<file path="config.mk">
export PLATFORM = sky130hd
export DESIGN_NAME = branch_resolver
export DESIGN_NICKNAME = d
export VERILOG_FILES = /design/src/rtl/branch_resolver_pkg.sv /design/src/rtl/pred_fifo.sv /design/src/rtl/branch_resolver.sv
export SDC_FILE = /design/constraint.sdc
export NUM_CORES = 1
export LEC_CHECK = 0
export CAP_MARGIN = 0
export CORE_MARGIN = 4
export CORE_UTILIZATION = 45
export DETAILED_ROUTE_END_ITERATION = 7
export PLACE_DENSITY = 0.67
export SLEW_MARGIN = 10
export SYNTH_ARGS = -nofsm -noshare
export SYNTH_HDL_FRONTEND = slang
export SYNTH_SLANG_ARGS = --single-unit
export TNS_END_PERCENT = 20
</file>
<file path="constraint.sdc">
create_clock -name clk -period 10.21 [get_ports clk]
set_input_delay 1.021 -clock clk [delete_from_list [all_inputs] [get_ports clk]]
set_output_delay 1.021 -clock clk [all_outputs]
set_load 0.02 [all_outputs]
</file>
<file path="src/rtl/branch_resolver_pkg.sv">
// Shared types and constants for the EX-stage branch resolver and its
// in-flight prediction FIFO.
package branch_resolver_pkg;

  localparam int DATA_WID = 32;

  localparam logic [2:0] BEQ  = 3'b000;
  localparam logic [2:0] BNE  = 3'b001;
  localparam logic [2:0] BLT  = 3'b100;
  localparam logic [2:0] BGE  = 3'b101;
  localparam logic [2:0] BLTU = 3'b110;
  localparam logic [2:0] BGEU = 3'b111;

  typedef struct packed {
    logic [DATA_WID-1:0] pc;
    logic                predict;
    logic [DATA_WID-1:0] target;
  } pred_entry_t;

endpackage

</file>
<file path="src/rtl/pred_fifo.sv">
// In-order FIFO of IF-issued predictions awaiting resolution in EX.
// Flush empties the FIFO and overrides a same-cycle push.
module pred_fifo
  import branch_resolver_pkg::*;
#(
  parameter int DEPTH = 4
) (
  input  logic                   clk,
  input  logic                   rst,
  input  logic                   push,
  input  pred_entry_t            push_data,
  input  logic                   pop,
  input  logic                   flush,
  output pred_entry_t            head,
  output logic [$clog2(DEPTH):0] count
);

  localparam int AW = $clog2(DEPTH);
  localparam int CW = AW + 1;

  pred_entry_t   mem [DEPTH];
  logic [AW-1:0] rd_ptr;
  logic [AW-1:0] wr_ptr;
  logic          full;
  logic          empty;
  logic          do_push;
  logic          do_pop;

  assign full    = (count == CW'(DEPTH));
  assign empty   = (count == '0);
  assign do_pop  = pop && !empty;
  // A pop frees a slot in the same cycle, so a full FIFO can still accept.
  assign do_push = push && (!full || do_pop) && !flush;
  assign head    = mem[rd_ptr];

  always_ff @(posedge clk) begin
    if (rst || flush) begin
      rd_ptr <= '0;
      wr_ptr <= '0;
      count  <= '0;
    end else begin
      if (do_push) wr_ptr <= wr_ptr + AW'(1);
      if (do_pop)  rd_ptr <= rd_ptr + AW'(1);
      count <= count + CW'(do_push) - CW'(do_pop);
    end
  end

  // NOTE: the storage array is not reset; validity is tracked by the pointers
  // and count alone, which keeps the array as plain flops/RAM without reset.
  always_ff @(posedge clk) begin
    if (do_push) mem[wr_ptr] <= push_data;
  end

endmodule

</file>
<file path="src/rtl/branch_resolver.sv">
// EX-stage branch resolver: pops the oldest prediction, computes the real
// outcome, flags mispredicts and feeds the registered old_* bus to the predictor.
module branch_resolver
  import branch_resolver_pkg::*;
#(
  parameter int DEPTH = 4,
  parameter int XLEN  = DATA_WID,  // must equal DATA_WID (entry struct width)
  parameter int CNT_W = 32
) (
  input  logic             clk,
  input  logic             rst,
  input  logic             push_valid,
  input  logic [XLEN-1:0]  push_pc,
  input  logic             push_predict,
  input  logic [XLEN-1:0]  push_target,
  output logic             full,
  input  logic             ex_valid,
  input  logic             ex_cond,
  input  logic [2:0]       ex_funct3,
  input  logic [XLEN-1:0]  ex_rs1,
  input  logic [XLEN-1:0]  ex_rs2,
  input  logic [XLEN-1:0]  ex_target,
  output logic [XLEN-1:0]  old_pc,
  output logic [XLEN-1:0]  old_branch_pc,
  output logic             old_predict,
  output logic             old_actual,
  output logic             old_branch,
  output logic             redirect,
  output logic             err,
  output logic [CNT_W-1:0] branch_cnt,
  output logic [CNT_W-1:0] miss_cnt
);

  localparam int CW = $clog2(DEPTH) + 1;

  pred_entry_t   push_entry;
  pred_entry_t   head;
  logic [CW-1:0] count;
  logic          empty;
  logic          pop;
  logic          actual;
  logic          bad_funct3;
  logic          miss;
  logic          target_only_miss;
  logic [XLEN-1:0] correct_pc;

  assign push_entry = '{pc: push_pc, predict: push_predict, target: push_target};
  assign full       = (count == CW'(DEPTH));
  assign empty      = (count == '0);
  assign pop        = ex_valid && !empty;

  pred_fifo #(.DEPTH(DEPTH)) u_fifo (
    .clk       (clk),
    .rst       (rst),
    .push      (push_valid),
    .push_data (push_entry),
    .pop       (pop),
    .flush     (miss),
    .head      (head),
    .count     (count)
  );

  // NOTE: every combinational output gets a default before the case so no
  // path leaves it unassigned, which would otherwise infer a latch.
  always_comb begin
    actual     = 1'b1;
    bad_funct3 = 1'b0;
    if (ex_cond) begin
      unique case (ex_funct3)
        BEQ:     actual = (ex_rs1 == ex_rs2);
        BNE:     actual = (ex_rs1 != ex_rs2);
        BLT:     actual = ($signed(ex_rs1) <  $signed(ex_rs2));
        BGE:     actual = ($signed(ex_rs1) >= $signed(ex_rs2));
        BLTU:    actual = (ex_rs1 <  ex_rs2);
        BGEU:    actual = (ex_rs1 >= ex_rs2);
        default: begin
          actual     = 1'b0;
          bad_funct3 = 1'b1;
        end
      endcase
    end
  end

  assign correct_pc       = actual ? ex_target : head.pc + XLEN'(4);
  assign target_only_miss = actual && head.predict && (ex_target != head.target);
  assign miss             = pop && ((actual != head.predict) || target_only_miss);

  // NOTE: all state below uses non-blocking assignments so every register
  // samples the same pre-edge values regardless of statement order.
  always_ff @(posedge clk) begin
    if (rst) begin
      old_pc        <= '0;
      old_branch_pc <= '0;
      old_predict   <= 1'b0;
      old_actual    <= 1'b0;
      old_branch    <= 1'b0;
      redirect      <= 1'b0;
      err           <= 1'b0;
      branch_cnt    <= '0;
      miss_cnt      <= '0;
    end else begin
      old_branch <= pop && ex_cond;
      redirect   <= miss;
      if (pop) begin
        old_branch_pc <= head.pc;
        old_pc        <= correct_pc;
        old_actual    <= actual;
        // A target-only miss must still look like a direction fail upstream.
        old_predict   <= target_only_miss ? !actual : head.predict;
      end else begin
        old_predict   <= old_actual;
      end
      if ((push_valid && full && !pop) || (ex_valid && empty) ||
          (pop && ex_cond && bad_funct3))
        err <= 1'b1;
      if (pop && ex_cond && (branch_cnt != '1))
        branch_cnt <= branch_cnt + CNT_W'(1);
      if (miss && (miss_cnt != '1))
        miss_cnt <= miss_cnt + CNT_W'(1);
    end
  end

endmodule

</file>
After elaboration in Yosys (flattened, before gate mapping)
Memories as Yosys holds them, arrays and structs flattened. A register that Yosys moved wholly into a read port is not among the register bits.
Cells that the tools add are included.
- add/subtract/negate cells: 7
- multipliers: 0
- div/mod/pow operators: 0
- $lt $le $gt $ge: 4
- equality and inequality tests: 12
- shifts and indexed selects: 0
- mux-type cells: 11
- bitwise gates (word level): 0
- reductions and logical operators: 27
- operators by type and width (operator ; count):
    $add 32x1->32 const B ; 2
    $ge 32x32->1 ; 2
    $lt 32x32->1 ; 2
    $ne 32x32->1 ; 2
    $ne 32x32->1 const B ; 2
    $add 32x3->32 const B ; 1
    $eq 32x32->1 ; 1
    $mux 32 ; 1
    $eq 3x3->1 const B ; 5
    $logic_and 1x1->1 ; 14
    $mux 1 ; 7
    $logic_not 3->1 ; 2
    $pmux 1 s6 ; 1
    $reduce_or 6->1 ; 1
    $logic_not 1->1 ; 5
    $logic_or 1x1->1 ; 5
    $add 2x1->2 const B ; 2
    $mux 2 ; 2
    $add 3x1->3 ; 1
    $eq 3x1->1 const B ; 1
    $sub 3x1->3 ; 1
    $ne 1x1->1 ; 1
- bits in registers: 140
- latch bits: 0
- bits in writable memories: 260
- ROM bits: 0
- word-level logic and storage cells: 74
- memories kept: 1
- memories (memory ; words ; bits a word ; read ports ; clocked after Yosys merged registers in ; wr ports ; line ; source):
    u_fifo.mem ; 4 ; 65 ; 1 ; 1 ; 1 ; pred_fifo.sv:21 ; pred_entry_t mem [DEPTH];

Depth between registers and ports, before layout
- word-level depth: 11
- gate-level depth with buffers: 21
- gate-level depth less buffers: 18

Hierarchy
From an unflattened synthesis, not the netlist that was laid out.
- cell total of the unflattened synthesis: 1349
- area, all modules: 17661.9 um^2
- by module, submodules not included (module ; instances ; cells each ; area each (um^2) ; seq. area each (um^2)):
    pred_fifo ; 1 ; 388 ; 9904.5 ; 7987.7
    branch_resolver ; 1 ; 961 ; 7757.4 ; 2662.6

Worst setup path after synthesis
No wires, ideal clock.
- kind: in2reg
- start point: in ex_rs2[31]
- end point: mem u_fifo.mem[0][0] (netlist name), enable pin
- setup time: 0.430 ns
- arrival: 5.752 ns
- data required time: 9.780 ns
- slack: 4.028 ns
- stages on the path: 17
- path through: inv_1 -> ha_1 -> nand4_1 -> nor2_1 -> a22oi_1 -> o2111ai_1 -> or4b_2 -> o211ai_1 -> o21ai_1 -> clkbuf_1 -> ha_1 -> a21boi_1 -> o21ai_1 -> buf_2 -> buf_4 -> nor2b_1 -> and2_1
- longest elaborated chain between the ends: 11
- elaborated cells between the ends (all ways): 17
- classes of those cells: order compare (4); eq/ne (3); mux (4); reduce/logical (6)
- RTL lines (item ; line ; source):
    start: declaration ; branch_resolver.sv:21 ; input logic [XLEN-1:0] ex_rs2,
    $ge 32x32->1, or another cell as far along ; branch_resolver.sv:75 ; BGEU: actual = (ex_rs1 >= ex_rs2);
    $pmux 1 s6 (*) ; branch_resolver.sv:69 ; unique case (ex_funct3)
    $mux 1 (*) ; branch_resolver.sv:68 ; if (ex_cond) begin
    named net actual ; branch_resolver.sv:41 ; logic actual;
    $logic_and 1x1->1 (2 in series) ; branch_resolver.sv:85 ; assign target_only_miss = actual && head.predict && (ex_target != head.target);
    $logic_or 1x1->1 (*) ; branch_resolver.sv:86 ; assign miss = pop && ((actual != head.predict) || target_only_miss);
    $logic_and 1x1->1 (*) ; branch_resolver.sv:86 ;
    $logic_not 1->1 (*) ; pred_fifo.sv:33 ; assign do_push = push && (!full || do_pop) && !flush;
    $logic_and 1x1->1 (*) ; pred_fifo.sv:33 ;
    named net u_fifo.do_push ; pred_fifo.sv:26 ; logic do_push;
    $mux 1 (*) ; pred_fifo.sv:51 ; if (do_push) mem[wr_ptr] <= push_data;
    $mux 1 (implied by the code) (*) ; pred_fifo.sv:51 ;
    end: declaration ; pred_fifo.sv:21 ;
The timed path passes the listed nets; every way through them passes the cells marked *.

Worst setup path after layout
- start point: in ex_rs2[31]
- end point: mem u_fifo.mem[2][41] (netlist name), enable pin
- longest elaborated chain between the ends: 11
- elaborated cells between the ends (all ways): 17
- classes of those cells: order compare (4); eq/ne (3); mux (4); reduce/logical (6)
- RTL lines (item ; line):
    $ge 32x32->1, or another cell as far along ; branch_resolver.sv:75
    $pmux 1 s6 (*) ; branch_resolver.sv:69
    $mux 1 (*) ; branch_resolver.sv:68
    $logic_and 1x1->1 (2 in series) ; branch_resolver.sv:85
    $logic_or 1x1->1 (*) ; branch_resolver.sv:86
    $logic_and 1x1->1 (*) ; branch_resolver.sv:86
    $logic_not 1->1 (*) ; pred_fifo.sv:33
    $logic_and 1x1->1 (*) ; pred_fifo.sv:33
    named net u_fifo.do_push ; pred_fifo.sv:26
    $mux 1 (*) ; pred_fifo.sv:51
    $mux 1 (implied by the code) (*) ; pred_fifo.sv:51
Marked as above.

==> impl_metrics.yaml <==
run_status:
  status: "finished clean"
yosys:
  ys.flop_type: "edfxtp_1"
  synth_most_common_cell: "edfxtp_1"
  synth_cell_type_count: 60
  synth_edf_count: 260
  synthTopCellsByCount: "260 x edfxtp_1, 142 x dfxtp_1, 129 x nand2_1"
  synth_cells: 1328
  synth_nets: 1540
  synth_top_area_share_pct: 45.16
  ys_top_cells_by_area: "edfxtp_1 45%, dfxtp_1 16%, mux4_2 7.2%"
  yosysSeqAreaShare_pct: 61.60
  synth_area_per_cell_um2: 13.02
  async_flop_share_pct: 0
  synth_seq_cells: 402
  syn-cell-area_mm2: 0.01729
  yosysTopAreaCell: "edfxtp_1"
  yosys_warnings: 0
finish:
  area.sequential_mm2: 0.01066
  multi_input_area_mm2: 0.006121
  syn_to_final_growth_pct: 28.05
  drive_above_1_share_pct: 9.245
  diodes: 0
  fillers: 3045
  postLayoutCellArea_mm2: 0.02214
  nets: 1833
routing:
  vias: 11730
  drtIter0Drc: 657
  finalWirelength_mm: 45.50
  ant_nets: 0
  wl_per_cell_um: 21.01
  firstDrtPassIters: 5
  vias_per_cell: 5.415
  drc: 0
placed_design:
  place_area_mm2: 0.02074
  dp_slack_ns: 3.882
  io_buffers: 302
  dpl.hpwl_mm: 31.74
  gp_congestion: 0.8157
clock_network:
  clock_path_buffers: 3
  cts.sinks: 402
  cts_resized: 0
  clockRootBuffer: "clkbuf_16"
  holdBufCountCts: 0
  post_cts_buffers: 0
  clock_latency_ns: 0.54
  cts-buffers-inserted: 43
  cts-htree-levels: 2
  clk_pin_slew_ns: 0.06
  cts_tree: "yes"
timing:
  max_freq_mhz: 172.0
  finalCritPeriodShare_pct: 56.93
  fin_skew_ns: 0.01362
  period_minus_slack_ns: 5.813
  final.setup.tns_ns: 0
  grt_setup_unrepaired: "false"
  slew_viol_final: 0
  timing_worst_slew_pin_value_ns: 1.032
  finalHoldViolCount: 0
  setup_viol: 0
  slew_headroom_pct: 31.22
  final.setup.worst_slack_ns: 4.397
critical_path:
  crit_path_cell_trace: "clkdlybuf4s50_1 > inv_1 > ha_1 > nand4_1 > nor2_1 > a22oi_1 > o2111ai_1 > or4_1 > a21oi_1 > o21ai_2 > buf_4 > ha_1 > a21boi_1 > o21ai_2 > buf_4 > nor2b_1 > and2_2 > buf_4"
  crit_required_ns: 10.38
  crit_slowest_cell: "buf_4"
  path_delay_family: "buffers and inverters"
  max_stage_delay_ns: 0.72
  start_kind: "input port"
  cp-end-kind: "flip-flop"
  critPathMaxFanout: 65
  crit_type: "input port to flip-flop"
  crit_buf_inv: 5
  cp_data_arrival_time_ns: 5.98
  cpMostUsedCell: "buf_4"
floorplanning:
  design.die.area_mm2: 0.04162
  boundaryPins: 303
  die_h_um: 204.0
  die_x_um: 204.0
  row_count: 71
  start_util_pct: 45.79
  core_mm2: 0.03776
global_route:
  grt_max_degree: 92
  overflow: 0
  antenna_found_initial: 3
  grt_pass1_vias: 11840
  grt_pass1_wl_mm: 69.24
  track_usage_pct: 21.40
pwr:
  total_power_mw: 4.835
  p_leak_nw: 7.301
  vdd_drop_max_mv: 0.1625
  power_density_mw_per_mm2: 218.4
run:
  maxCapViolCount: 0
min_path:
  hp-class: "flip-flop to flip-flop"
## worst reg2reg max path: stages, from the launching register on
cell and delay (ns):
dfxtp_4 0.72, buf_4 0.73, mux4_2 0.65, xnor2_1 0.15
nand4_1 0.15, nor4_1 0.36, a21boi_1 0.20, o21ai_2 0.14
buf_4 0.33, nor2b_1 0.34, and2_2 0.20, buf_4 0.72
## kinds of logic after synthesis
logic type,after synthesis,synth area share [%]
AOI/OAI and AO/OA,164,5.630
xor gates and xnor gates,112,5.674
adders and majority gates,43,3.155
buffers and inverters,122,3.148
DFF,402,61.60
muxes,68,8.858
and+or+nand+nor,417,11.93
## final timing paths
check	from	end	slack [ns]	cells past startpoint
max	ex_rs2[31]	u_fifo.mem[2][41]	4.40	18
min	old_branch_pc[1]	old_branch_pc[1]	0.45	2
max reg2reg	flip-flop	u_fifo.mem[2][41]	5.01	11
min reg2reg	old_branch_pc[1]	old_branch_pc[1]	0.45	2
## state kept, by name, indices dropped and copies added (netlist names), named ones only
signal         cells
miss_cnt          32
err                1
old_predict        1
old_pc            32
u_fifo.wr_ptr      2
redirect           1
u_fifo.mem       260
branch_cnt        32
u_fifo.count       3
u_fifo.rd_ptr      2
old_branch_pc     32
old_branch         1
old_actual         1
## area by class of cell
type	instances	share of cell area, %
clock buffer	60	5.341
clock inverter	19	0.9947
multi-input combinational	804	27.65
sequential	402	48.13
timing repair buffer	314	14.05
inverter	56	0.9495
tap	511	2.888
## report_power, final
part           leakage [nW]  switching (mW)  internal (mW)  total [mW]
combinational          3.09           0.708          0.540        1.25
sequential             3.53           0.106           1.95        2.05
clock                 0.680           0.619          0.913        1.53
## metrics by stage
stage / utilization [%] / hold slack (ns) / cells
6_report: 58.64 / 0.4524 / 2166
5_1_grt: 58.64 / 0.4712 / 2166
4_1_cts: 58.64 / 0.4549 / 2166
3_5_place_dp: 54.92 / 0.4473 / 2087
3_3_place_gp: 54.92 / 0.4455 / 2087
2_1_floorplan: - / 0.4847 / 1328
## placed cells by master, fill, tap and decap left out, types with 43 or more instances in the layout
master           instances
a21oi_1                 94
clkbuf_16               43
clkdlybuf4s50_1        301
dfxtp_1                140
edfxtp_1               260
inv_1                   55
mux4_2                  55
nand2_1                129
nand3_1                 61
nor2_1                  83
xnor2_1                 87
## routing by layer
layer | track usage (%) | share of wire, % | vias up
met3 | 5.395 | 7.8 | 56
met2 | 35.91 | 48 | 395
met1 | 28.69 | 42 | 5755
met5 | 0 | 0.077 | -
met4 | 4.259 | 1.8 | 6
li1 | - | - | 5516
Note: power is estimated with default switching activity, not from simulation.
